File: src/rtl/switch_debounce_step_pkg.sv
// ---------------------------------------------------------------------------
// switch_debounce_step_pkg
// Shared definitions for the push-button debounce / single-step blocks.
// The state encodings are fixed 3-bit values so other button blocks and
// debug logic can decode the state register consistently.
// ---------------------------------------------------------------------------
package switch_debounce_step_pkg;

  typedef enum logic [2:0] {
    S_LOW     = 3'd0,
    S_TO_HIGH = 3'd1,
    S_HIGH    = 3'd2,
    S_REPEAT  = 3'd3,
    S_TO_LOW  = 3'd4
  } state_t;

endpackage

File: src/rtl/switch_debounce_step.sv
// ---------------------------------------------------------------------------
// switch_debounce_step
// Debounces an already-synchronised switch level, evaluated only on a sample
// strobe, and produces a debounced level, one-cycle press/release pulses and
// a single-step pulse that optionally auto-repeats while the button is held.
//
// Ports
//   i_clk        system clock
//   i_reset_n    asynchronous active-low reset
//   i_switch     synchronised switch level
//   i_sample     one-cycle sample strobe; state only advances on it
//   i_repeat_en  enables auto-repeat while held (sampled on i_sample)
//   o_level      debounced level
//   o_press      one-cycle pulse on accepted 0->1
//   o_release    one-cycle pulse on accepted 1->0
//   o_step       one-cycle pulse on press and on each auto-repeat
// ---------------------------------------------------------------------------
module switch_debounce_step
  import switch_debounce_step_pkg::*;
#(
  parameter int STABLE_COUNT = 4,
  parameter int HOLD_COUNT   = 250,
  parameter int REPEAT_COUNT = 50,
  parameter int CNT_W        = 8
) (
  input  logic i_clk,
  input  logic i_reset_n,
  input  logic i_switch,
  input  logic i_sample,
  input  logic i_repeat_en,
  output logic o_level,
  output logic o_press,
  output logic o_release,
  output logic o_step
);

  localparam logic [CNT_W-1:0] STABLE_L = CNT_W'(STABLE_COUNT);
  localparam logic [CNT_W-1:0] HOLD_L   = CNT_W'(HOLD_COUNT);
  localparam logic [CNT_W-1:0] REPEAT_L = CNT_W'(REPEAT_COUNT);
  localparam logic [CNT_W-1:0] ONE_L    = CNT_W'(1);

  state_t           state, state_nxt;
  logic [CNT_W-1:0] cnt, cnt_nxt, cnt_inc;
  logic             level_nxt, press_nxt, release_nxt, step_nxt;

  assign cnt_inc = cnt + ONE_L;

  // Next-state, counter and event decode. Everything holds unless the
  // sample strobe is present; each compare clears the counter before it can
  // reach the top of its range, so it never wraps.
  always_comb begin
    state_nxt   = state;
    cnt_nxt     = cnt;
    level_nxt   = o_level;
    press_nxt   = 1'b0;
    release_nxt = 1'b0;
    step_nxt    = 1'b0;

    if (i_sample) begin
      unique case (state)
        S_LOW: begin
          if (i_switch) begin
            state_nxt = S_TO_HIGH;
            cnt_nxt   = ONE_L;
          end else begin
            cnt_nxt = '0;
          end
        end

        S_TO_HIGH: begin
          if (!i_switch) begin
            state_nxt = S_LOW;
            cnt_nxt   = '0;
          end else if (cnt_inc == STABLE_L) begin
            state_nxt = S_HIGH;
            cnt_nxt   = '0;
            level_nxt = 1'b1;
            press_nxt = 1'b1;
            step_nxt  = 1'b1;
          end else begin
            cnt_nxt = cnt_inc;
          end
        end

        S_HIGH: begin
          if (!i_switch) begin
            state_nxt = S_TO_LOW;
            cnt_nxt   = ONE_L;
          end else if (i_repeat_en && (cnt_inc == HOLD_L)) begin
            state_nxt = S_REPEAT;
            cnt_nxt   = '0;
            step_nxt  = 1'b1;
          end else if (i_repeat_en) begin
            cnt_nxt = cnt_inc;
          end else begin
            cnt_nxt = '0;
          end
        end

        S_REPEAT: begin
          if (!i_switch) begin
            state_nxt = S_TO_LOW;
            cnt_nxt   = ONE_L;
          end else if (!i_repeat_en) begin
            state_nxt = S_HIGH;
            cnt_nxt   = '0;
          end else if (cnt_inc == REPEAT_L) begin
            cnt_nxt  = '0;
            step_nxt = 1'b1;
          end else begin
            cnt_nxt = cnt_inc;
          end
        end

        // A bounce back high only restores the held state; the hold timer
        // restarts and no fresh press/step is produced.
        S_TO_LOW: begin
          if (i_switch) begin
            state_nxt = S_HIGH;
            cnt_nxt   = '0;
          end else if (cnt_inc == STABLE_L) begin
            state_nxt   = S_LOW;
            cnt_nxt     = '0;
            level_nxt   = 1'b0;
            release_nxt = 1'b1;
          end else begin
            cnt_nxt = cnt_inc;
          end
        end

        default: begin
          state_nxt = S_LOW;
          cnt_nxt   = '0;
          level_nxt = 1'b0;
        end
      endcase
    end else if (!(state inside {S_LOW, S_TO_HIGH, S_HIGH, S_REPEAT, S_TO_LOW})) begin
      // Corrupted encodings recover on the next clock even without a strobe.
      state_nxt = S_LOW;
      cnt_nxt   = '0;
      level_nxt = 1'b0;
    end
  end

  // State and counter registers.
  always_ff @(posedge i_clk or negedge i_reset_n) begin
    if (!i_reset_n) begin
      state <= S_LOW;
      cnt   <= '0;
    end else begin
      state <= state_nxt;
      cnt   <= cnt_nxt;
    end
  end

  // Registered outputs; pulses last exactly one cycle because their decode
  // defaults to 0 on every cycle that does not make a decision.
  always_ff @(posedge i_clk or negedge i_reset_n) begin
    if (!i_reset_n) begin
      o_level   <= 1'b0;
      o_press   <= 1'b0;
      o_release <= 1'b0;
      o_step    <= 1'b0;
    end else begin
      o_level   <= level_nxt;
      o_press   <= press_nxt;
      o_release <= release_nxt;
      o_step    <= step_nxt;
    end
  end

endmodule

File: config.mk
export PLATFORM = sky130hd
export DESIGN_NAME = switch_debounce_step
export DESIGN_NICKNAME = d
export VERILOG_FILES = /design/src/rtl/switch_debounce_step_pkg.sv /design/src/rtl/switch_debounce_step.sv
export SDC_FILE = /design/constraint.sdc
export NUM_CORES = 1
export LEC_CHECK = 0
export CORE_MARGIN = 2
export CORE_UTILIZATION = 25
export DETAILED_ROUTE_END_ITERATION = 8
export HOLD_SLACK_MARGIN = 0.06
export SLEW_MARGIN = 20
export SYNTH_ARGS = -nofsm -noshare
export SYNTH_HDL_FRONTEND = slang
export SYNTH_SLANG_ARGS = --single-unit
File: constraint.sdc
create_clock -name i_clk -period 7.1 [get_ports i_clk]
set_clock_uncertainty 0.15 [all_clocks]
set_input_delay 1.42 -clock i_clk [delete_from_list [all_inputs] [get_ports i_clk]]
set_output_delay 1.42 -clock i_clk [all_outputs]
set_load 0.1 [all_outputs]
==> results.py, run 1 <==
metrics = {
    "outcome": {
        "status": "finished, final reports clean",
    },
    "drt": {
        "drtAntennaViolNets": 0,
        "drc": 0,
        "drt_iter0_markers": 170,
        "vias": 1081,
        "routed_via_density": 5.43,
        "firstDrtPassIters": 4,
        "wire_per_inst_um": 13.9,
        "wirelength_um": 2780,
    },
    "critical_path": {
        "critPathMaxFanout": 2,
        "cp-start-kind": "register",
        "slowest_delay_ns": 1.13,
        "path_class": "register to output port",
        "crit_chain": "clkdlybuf4s50_1",
        "cp.required_ns": 5.53,
        "cp_top_family": "buffers and inverters",
        "path_depth": 1,
        "cp.buffers_inverters": 1,
        "reg2reg_from": "cnt[0]$_DFFE_PN0P_",
        "arrival_ns": 1.74,
        "r2r_end": "cnt[7]$_DFFE_PN0P_",
        "reg2reg_slack_ns": 4.47,
        "critPathSlowestCell": "clkdlybuf4s50_1",
        "worst-r2r-cell-count": 7,
        "cp-end-kind": "output port",
    },
    "run": {
        "drv_cap": 0,
    },
    "synth": {
        "synthTopCellsByArea": "dfrtp_1 32%, nand2_1 4.8%, nor2_1 3.5%",
        "synth-xor-area-share_pct": 2.96,
        "synth_top_area_cell": "dfrtp_1",
        "ys_warn_count": 0,
        "synth_edf_count": 0,
        "synth-main-ff-cell": "dfrtp_1",
        "async_flop_share_pct": 100,
        "synth-simple-area-share_pct": 27.7,
        "synth_top_family_by_area": "compound AO/OA/AOI/OAI gates",
        "synth_top_area_share_pct": 31.7,
        "syn-mean-instance-area_um2": 8.33,
        "synth_cell_types": 47,
        "syn_inst": 142,
        "syn_area_mm2": 0.00118,
        "synth-adder-area-share_pct": 3.17,
        "synth_compound_area_share_pct": 28.8,
        "synth_fp_nets": 150,
        "ys_ff_latch": 15,
        "synth_sequential_area_ratio_pct": 31.7,
        "synthMuxAreaShare_pct": 0,
    },
    "placement": {
        "gp_congestion": 0.823,
        "hpwlAfterDp_um": 2080,
        "io_buffers": 8,
        "dpl_cell_area_mm2": 0.00129,
        "placed_cells": 195,
    },
    "final_layout": {
        "nets": 154,
        "antennaDiodeCount": 0,
        "finish.instance_area_mm2": 0.00134,
        "fin_cells": 199,
        "layout-drive-gt1-share_pct": 6.21,
        "nFillCells": 499,
        "synthToLayoutAreaGrowth_pct": 12.9,
    },
    "clocking": {
        "cts_setup_buffers": 0,
        "numCtsBuffers": 3,
        "cts.sinks": 15,
        "cts_tree": "done",
        "insertion_delay_ns": 0.26,
        "htree_num_levels": 1,
        "cts_hold_buf": 0,
        "path_clk_slew_ns": 0.07,
        "cts-resized-gates": 0,
        "clk_path_buf_depth": 2,
        "ctsRootBufferMaster": "clkbuf_8",
    },
    "worst_hold_path": {
        "min_path_cells": 2,
        "hold_class": "register to register",
        "hold_start": "o_level$_DFFE_PN0P_",
        "holdPathEnd": "o_level$_DFFE_PN0P_",
    },
    "timing": {
        "rsz0062_at_grt": "false",
        "drv_slew": 0,
        "period_share_pct": 46.6,
        "max_slew_margin_pct": 35.2,
        "fmaxAchievable_ghz": 0.302,
        "tightest_slew_ns": 0.969,
        "post-route-min-period_ns": 3.31,
        "hold_violations": 0,
        "finalSetupTns_ns": 0,
        "holdWs_ns": 0.389,
        "setup_violations": 0,
    },
    "global_route": {
        "grt_pass1_vias": 964,
        "grt_max_degree": 16,
        "grt_overflow": 0,
        "grt_usage_pct": 11.1,
        "grt_antenna_before_repair": 0,
        "grt_pass1_wl_um": 4700,
    },
    "power_and_ir_drop": {
        "power-per-cell-area_mw_per_mm2": 168,
        "power_frac_comb_pct": 20.6,
        "ir_drop_uv": 54.6,
        "swShare_pct": 33.9,
        "seqPwrFrac_pct": 46.3,
        "p_total_mw": 0.225,
        "leakage_nw": 0.518,
        "p_sw_mw": 0.0762,
        "p_int_mw": 0.149,
        "pwr-share-clk_pct": 33.1,
    },
    "die": {
        "dieArea_mm2": 0.00530,
        "row_count": 25,
        "io_pins": 9,
        "die_x_um": 72.8,
        "initial_core_util_pct": 25.5,
        "die_h_um": 72.8,
        "coreArea_mm2": 0.00463,
    },
}
## layout by cell type, fill, tap and decap left out, drive strengths merged, types with 3 or more instances in the layout
| master | Yosys | routed |
|---|---|---|
| a21oi | 8 | 8 |
| and2 | 6 | 6 |
| and3 | 3 | 3 |
| clkbuf | 7 | 4 |
| clkdlybuf4s50 | 0 | 8 |
| dfrtp | 15 | 15 |
| ha | 3 | 3 |
| inv | 7 | 7 |
| nand2 | 15 | 15 |
| nand3 | 6 | 6 |
| nand4 | 4 | 4 |
| nor2 | 11 | 11 |
| nor2b | 3 | 3 |
| o21ai | 10 | 10 |
| o22ai | 3 | 3 |
| xnor2 | 4 | 4 |
## per-stage QoR
step,util (%),worst slack (ns)
floorplan,-,4.28
global placement,27.9,3.72
detailed placement,27.9,3.70
CTS,28.8,3.79
global route,28.8,3.77
finish,28.8,3.79
## power by group through the flow
stage	logic [mW]	registers (mW)	clock network, mW
detailed placement	0.0466	0.106	0
floorplan	0.0301	0.109	0
global route	0.0518	0.105	0.0771
global placement	0.0463	0.106	0
finish	0.0464	0.104	0.0744
CTS	0.0468	0.104	0.0744
## worst max-delay path by stage
stage                        start                    to
2_1_floorplan             i_switch  state[0]$_DFFE_PN0P_
3_3_place_gp              i_switch  state[0]$_DFFE_PN0P_
3_5_place_dp              i_switch    cnt[1]$_DFFE_PN0P_
4_1_cts        o_level$_DFFE_PN0P_               o_level
5_1_grt        o_level$_DFFE_PN0P_               o_level
6_report       o_level$_DFFE_PN0P_               o_level
## state kept, by name (all words and copies together) (netlist names)
name	flops
cnt	8
state	3
o_level	1
o_press	1
o_release	1
o_step	1
## synthesized netlist by cell type, types with 2 or more instances
library cell and number:
and2_1 6, a41o_1 2, nand4_1 4, nor2b_1 3
clkbuf_1 6, and4_1 2, o211ai_1 2, o21ai_1 4
nor3b_1 2, a211oi_1 2, xnor2_1 4, nor2_1 11
ha_1 3, a21o_1 2, and3_1 3, nand3_1 5
o31ai_1 2, inv_1 7, a31oi_1 2, nand2_1 15
a21oi_1 8, o22ai_1 3, dfrtp_1 15, o21ai_0 6
## cell type report
class                           count  area (um2)  share of cell area [%]
Multi-Input combinational cell    111         741                    55.5
Sequential cell                    15         375                    28.1
Timing Repair Buffer                8        80.1                    6.00
Tap cell                           54        67.6                    5.06
Clock buffer                        4        45.0                    3.37
Inverter                            7        26.3                    1.97
## cells by family (layout without fill, tap and decap cells)
group	Yosys count	after routing
and+or+nand+nor	59	59
AOI/OAI and AO/OA	45	45
buffers and inverters	16	19
DFF	15	15
xor gates and xnor gates	4	4
adders and majority gates	3	3
## layer usage
| layer | GRT usage [%] | vias up | wire length, um |
|---|---|---|---|
| met4 | 4.32 | 0 | 53 |
| met1 | 16.5 | 510 | 1390 |
| met2 | 16.9 | 27 | 1240 |
| li1 | - | 539 | - |
| met5 | 0 | - | 0 |
| met3 | 0.414 | 5 | 95 |
(Power assumes the default switching activity.)
==> run 2: changes to the inputs <==
==> constraint.sdc (replaced) <==
create_clock -name i_clk -period 2.8 [get_ports i_clk]
set_clock_uncertainty 0.15 [all_clocks]
set_input_delay 0.56 -clock i_clk [delete_from_list [all_inputs] [get_ports i_clk]]
set_output_delay 0.56 -clock i_clk [all_outputs]
set_load 0.1 [all_outputs]
==> run 2 against run 1 <==
Against the previous run:
- via count grew 2.9%
- global-route usage grew 0.54 points
- first-iteration DRC count shrank 0.59%
- routed wire length grew 3.2%
- combinational power grew to 2.9 times the previous value
- setup slack lost 3.4 ns
- clock power grew 150%
- sequential power grew 150%
- final area grew 1.5%
- critical path type is now register to register
- largest cell class unchanged
==> results.py, run 2 (synthesized netlist as in run 1, its figures left out) <==
metrics = {
    "drt": {
        "vias": 1112,
        "drt_iter0_markers": 169,
        "firstDrtPassIters": 6,
        "routed_via_density": 5.48,
        "wire_per_inst_um": 14.1,
        "drc": 0,
        "wirelength_um": 2860,
        "drtAntennaViolNets": 0,
    },
    "final_layout": {
        "layout-drive-gt1-share_pct": 11.4,
        "nFillCells": 508,
        "finish.instance_area_mm2": 0.00136,
        "nets": 158,
        "top_regs": "cnt (8), state (3)",
        "mostFrequentLayoutCells": "15 x nand2_1, 15 x dfrtp_1, 11 x nor2_1",
        "largest_register_ffs": 8,
        "fin_util_pct": 29.3,
        "antennaDiodeCount": 0,
        "regMostFlops": "cnt",
        "fin_cells": 203,
        "synthToLayoutAreaGrowth_pct": 14.6,
    },
    "global_route": {
        "grt_overflow": 0,
        "grt_pass1_wl_um": 4910,
        "grt_usage_pct": 11.6,
        "grt_antenna_before_repair": 0,
        "grt_max_degree": 16,
        "grt_pass1_vias": 1025,
    },
    "die": {
        "die_h_um": 72.8,
        "dieArea_mm2": 0.00530,
        "io_pins": 9,
        "coreArea_mm2": 0.00463,
        "initial_core_util_pct": 25.5,
        "row_count": 25,
        "die_x_um": 72.8,
    },
    "clocking": {
        "numCtsBuffers": 3,
        "cts.sinks": 15,
        "insertion_delay_ns": 0.25,
        "htree_num_levels": 1,
        "clk_path_buf_depth": 2,
        "cts_hold_buf": 0,
        "cts_tree": "done",
        "cts_setup_buffers": 0,
        "path_clk_slew_ns": 0.07,
        "cts-resized-gates": 0,
        "ctsRootBufferMaster": "clkbuf_8",
    },
    "timing": {
        "tightest_slew_ns": 0.722,
        "holdWs_ns": 0.387,
        "drv_slew": 0,
        "post-route-min-period_ns": 2.41,
        "fmaxAchievable_ghz": 0.415,
        "setup_violations": 0,
        "rsz0062_at_grt": "false",
        "max_slew_margin_pct": 51.7,
        "finalSetupTns_ns": 0,
        "setup_slack_ns": 0.388,
        "hold_violations": 0,
        "period_share_pct": 86.1,
    },
    "critical_path": {
        "cp-end-kind": "register",
        "path_class": "register to register",
        "cp-start-kind": "register",
        "critPathMaxFanout": 6,
        "arrival_ns": 2.38,
        "cp.required_ns": 2.76,
    },
    "placement": {
        "post-place-ws_ns": 0.187,
        "gp_congestion": 0.848,
        "dpl_cell_area_mm2": 0.00131,
        "io_buffers": 8,
        "hpwlAfterDp_um": 2160,
        "placed_cells": 199,
    },
    "power_and_ir_drop": {
        "ir_drop_uv": 177,
        "pwr-share-clk_pct": 32.2,
        "p_int_mw": 0.383,
        "p_total_mw": 0.576,
        "leakage_nw": 0.546,
        "power-per-cell-area_mw_per_mm2": 425,
        "seqPwrFrac_pct": 44.3,
        "power_frac_comb_pct": 23.5,
        "swShare_pct": 33.5,
        "p_sw_mw": 0.193,
    },
    "run": {
        "drv_cap": 0,
    },
    "outcome": {
        "status": "finished, final reports clean",
    },
    "worst_hold_path": {
        "hold_class": "register to register",
    },
}
run 2: cell type report:
type	instances	area, um2	share of cell area (%)
Tap cell	54	67.6	4.99
Inverter	7	26.3	1.94
Timing Repair Buffer	12	100	7.39
Clock buffer	4	45.0	3.32
Multi-Input combinational cell	111	741	54.7
Sequential cell	15	375	27.7
run 2: power by group through the flow:
stage               sequential [mW]  clock (mW)  combinational [mW]
finish                        0.255       0.185               0.135
global route                  0.259       0.194               0.150
CTS                           0.255       0.187               0.136
detailed placement            0.259           0               0.135
global placement              0.260           0               0.134
floorplan                     0.275           0              0.0762
run 2: critical path, cell delays in order, from the launching register on:
cell and delay (ns):
dfrtp_1 0.38, ha_1 0.30, xnor2_1 0.17, or4b_1 0.53, and3b_1 0.31, a211oi_1 0.14, o21ai_0 0.19, o21ai_0 0.11
run 2: worst paths after layout:
kind                                      from                   end  slack, ns  cells past startpoint
max                         cnt[0]$_DFFE_PN0P_  state[0]$_DFFE_PN0P_       0.39                      7
min                        o_level$_DFFE_PN0P_   o_level$_DFFE_PN0P_       0.39                      2
min in group asynchronous            i_reset_n    cnt[5]$_DFFE_PN0P_       0.59                      1
max reg2reg                 cnt[0]$_DFFE_PN0P_  state[0]$_DFFE_PN0P_       0.39                      7
min reg2reg                o_level$_DFFE_PN0P_   o_level$_DFFE_PN0P_       0.39                      2
max in group asynchronous            i_reset_n  state[2]$_DFFE_PN0P_       1.46                      1
run 2: layer usage:
metal / wire [um] / GRT usage (%) / vias up
met5: 0 / 0 / -
met4: 62 / 4.73 / 0
met3: 77 / 1.24 / 8
met2: 1290 / 17.2 / 23
met1: 1430 / 17.2 / 537
li1: - / - / 544
==> run 3: changes to the inputs <==
--- a/config.mk
+++ b/config.mk
@@ -13,3 +13,4 @@
 export SYNTH_ARGS = -nofsm -noshare
 export SYNTH_HDL_FRONTEND = slang
 export SYNTH_SLANG_ARGS = --single-unit
+export TNS_END_PERCENT = 5
==> results of run 3 <==
Same layout as run 2: the final DEF is identical, and so are final timing and power.
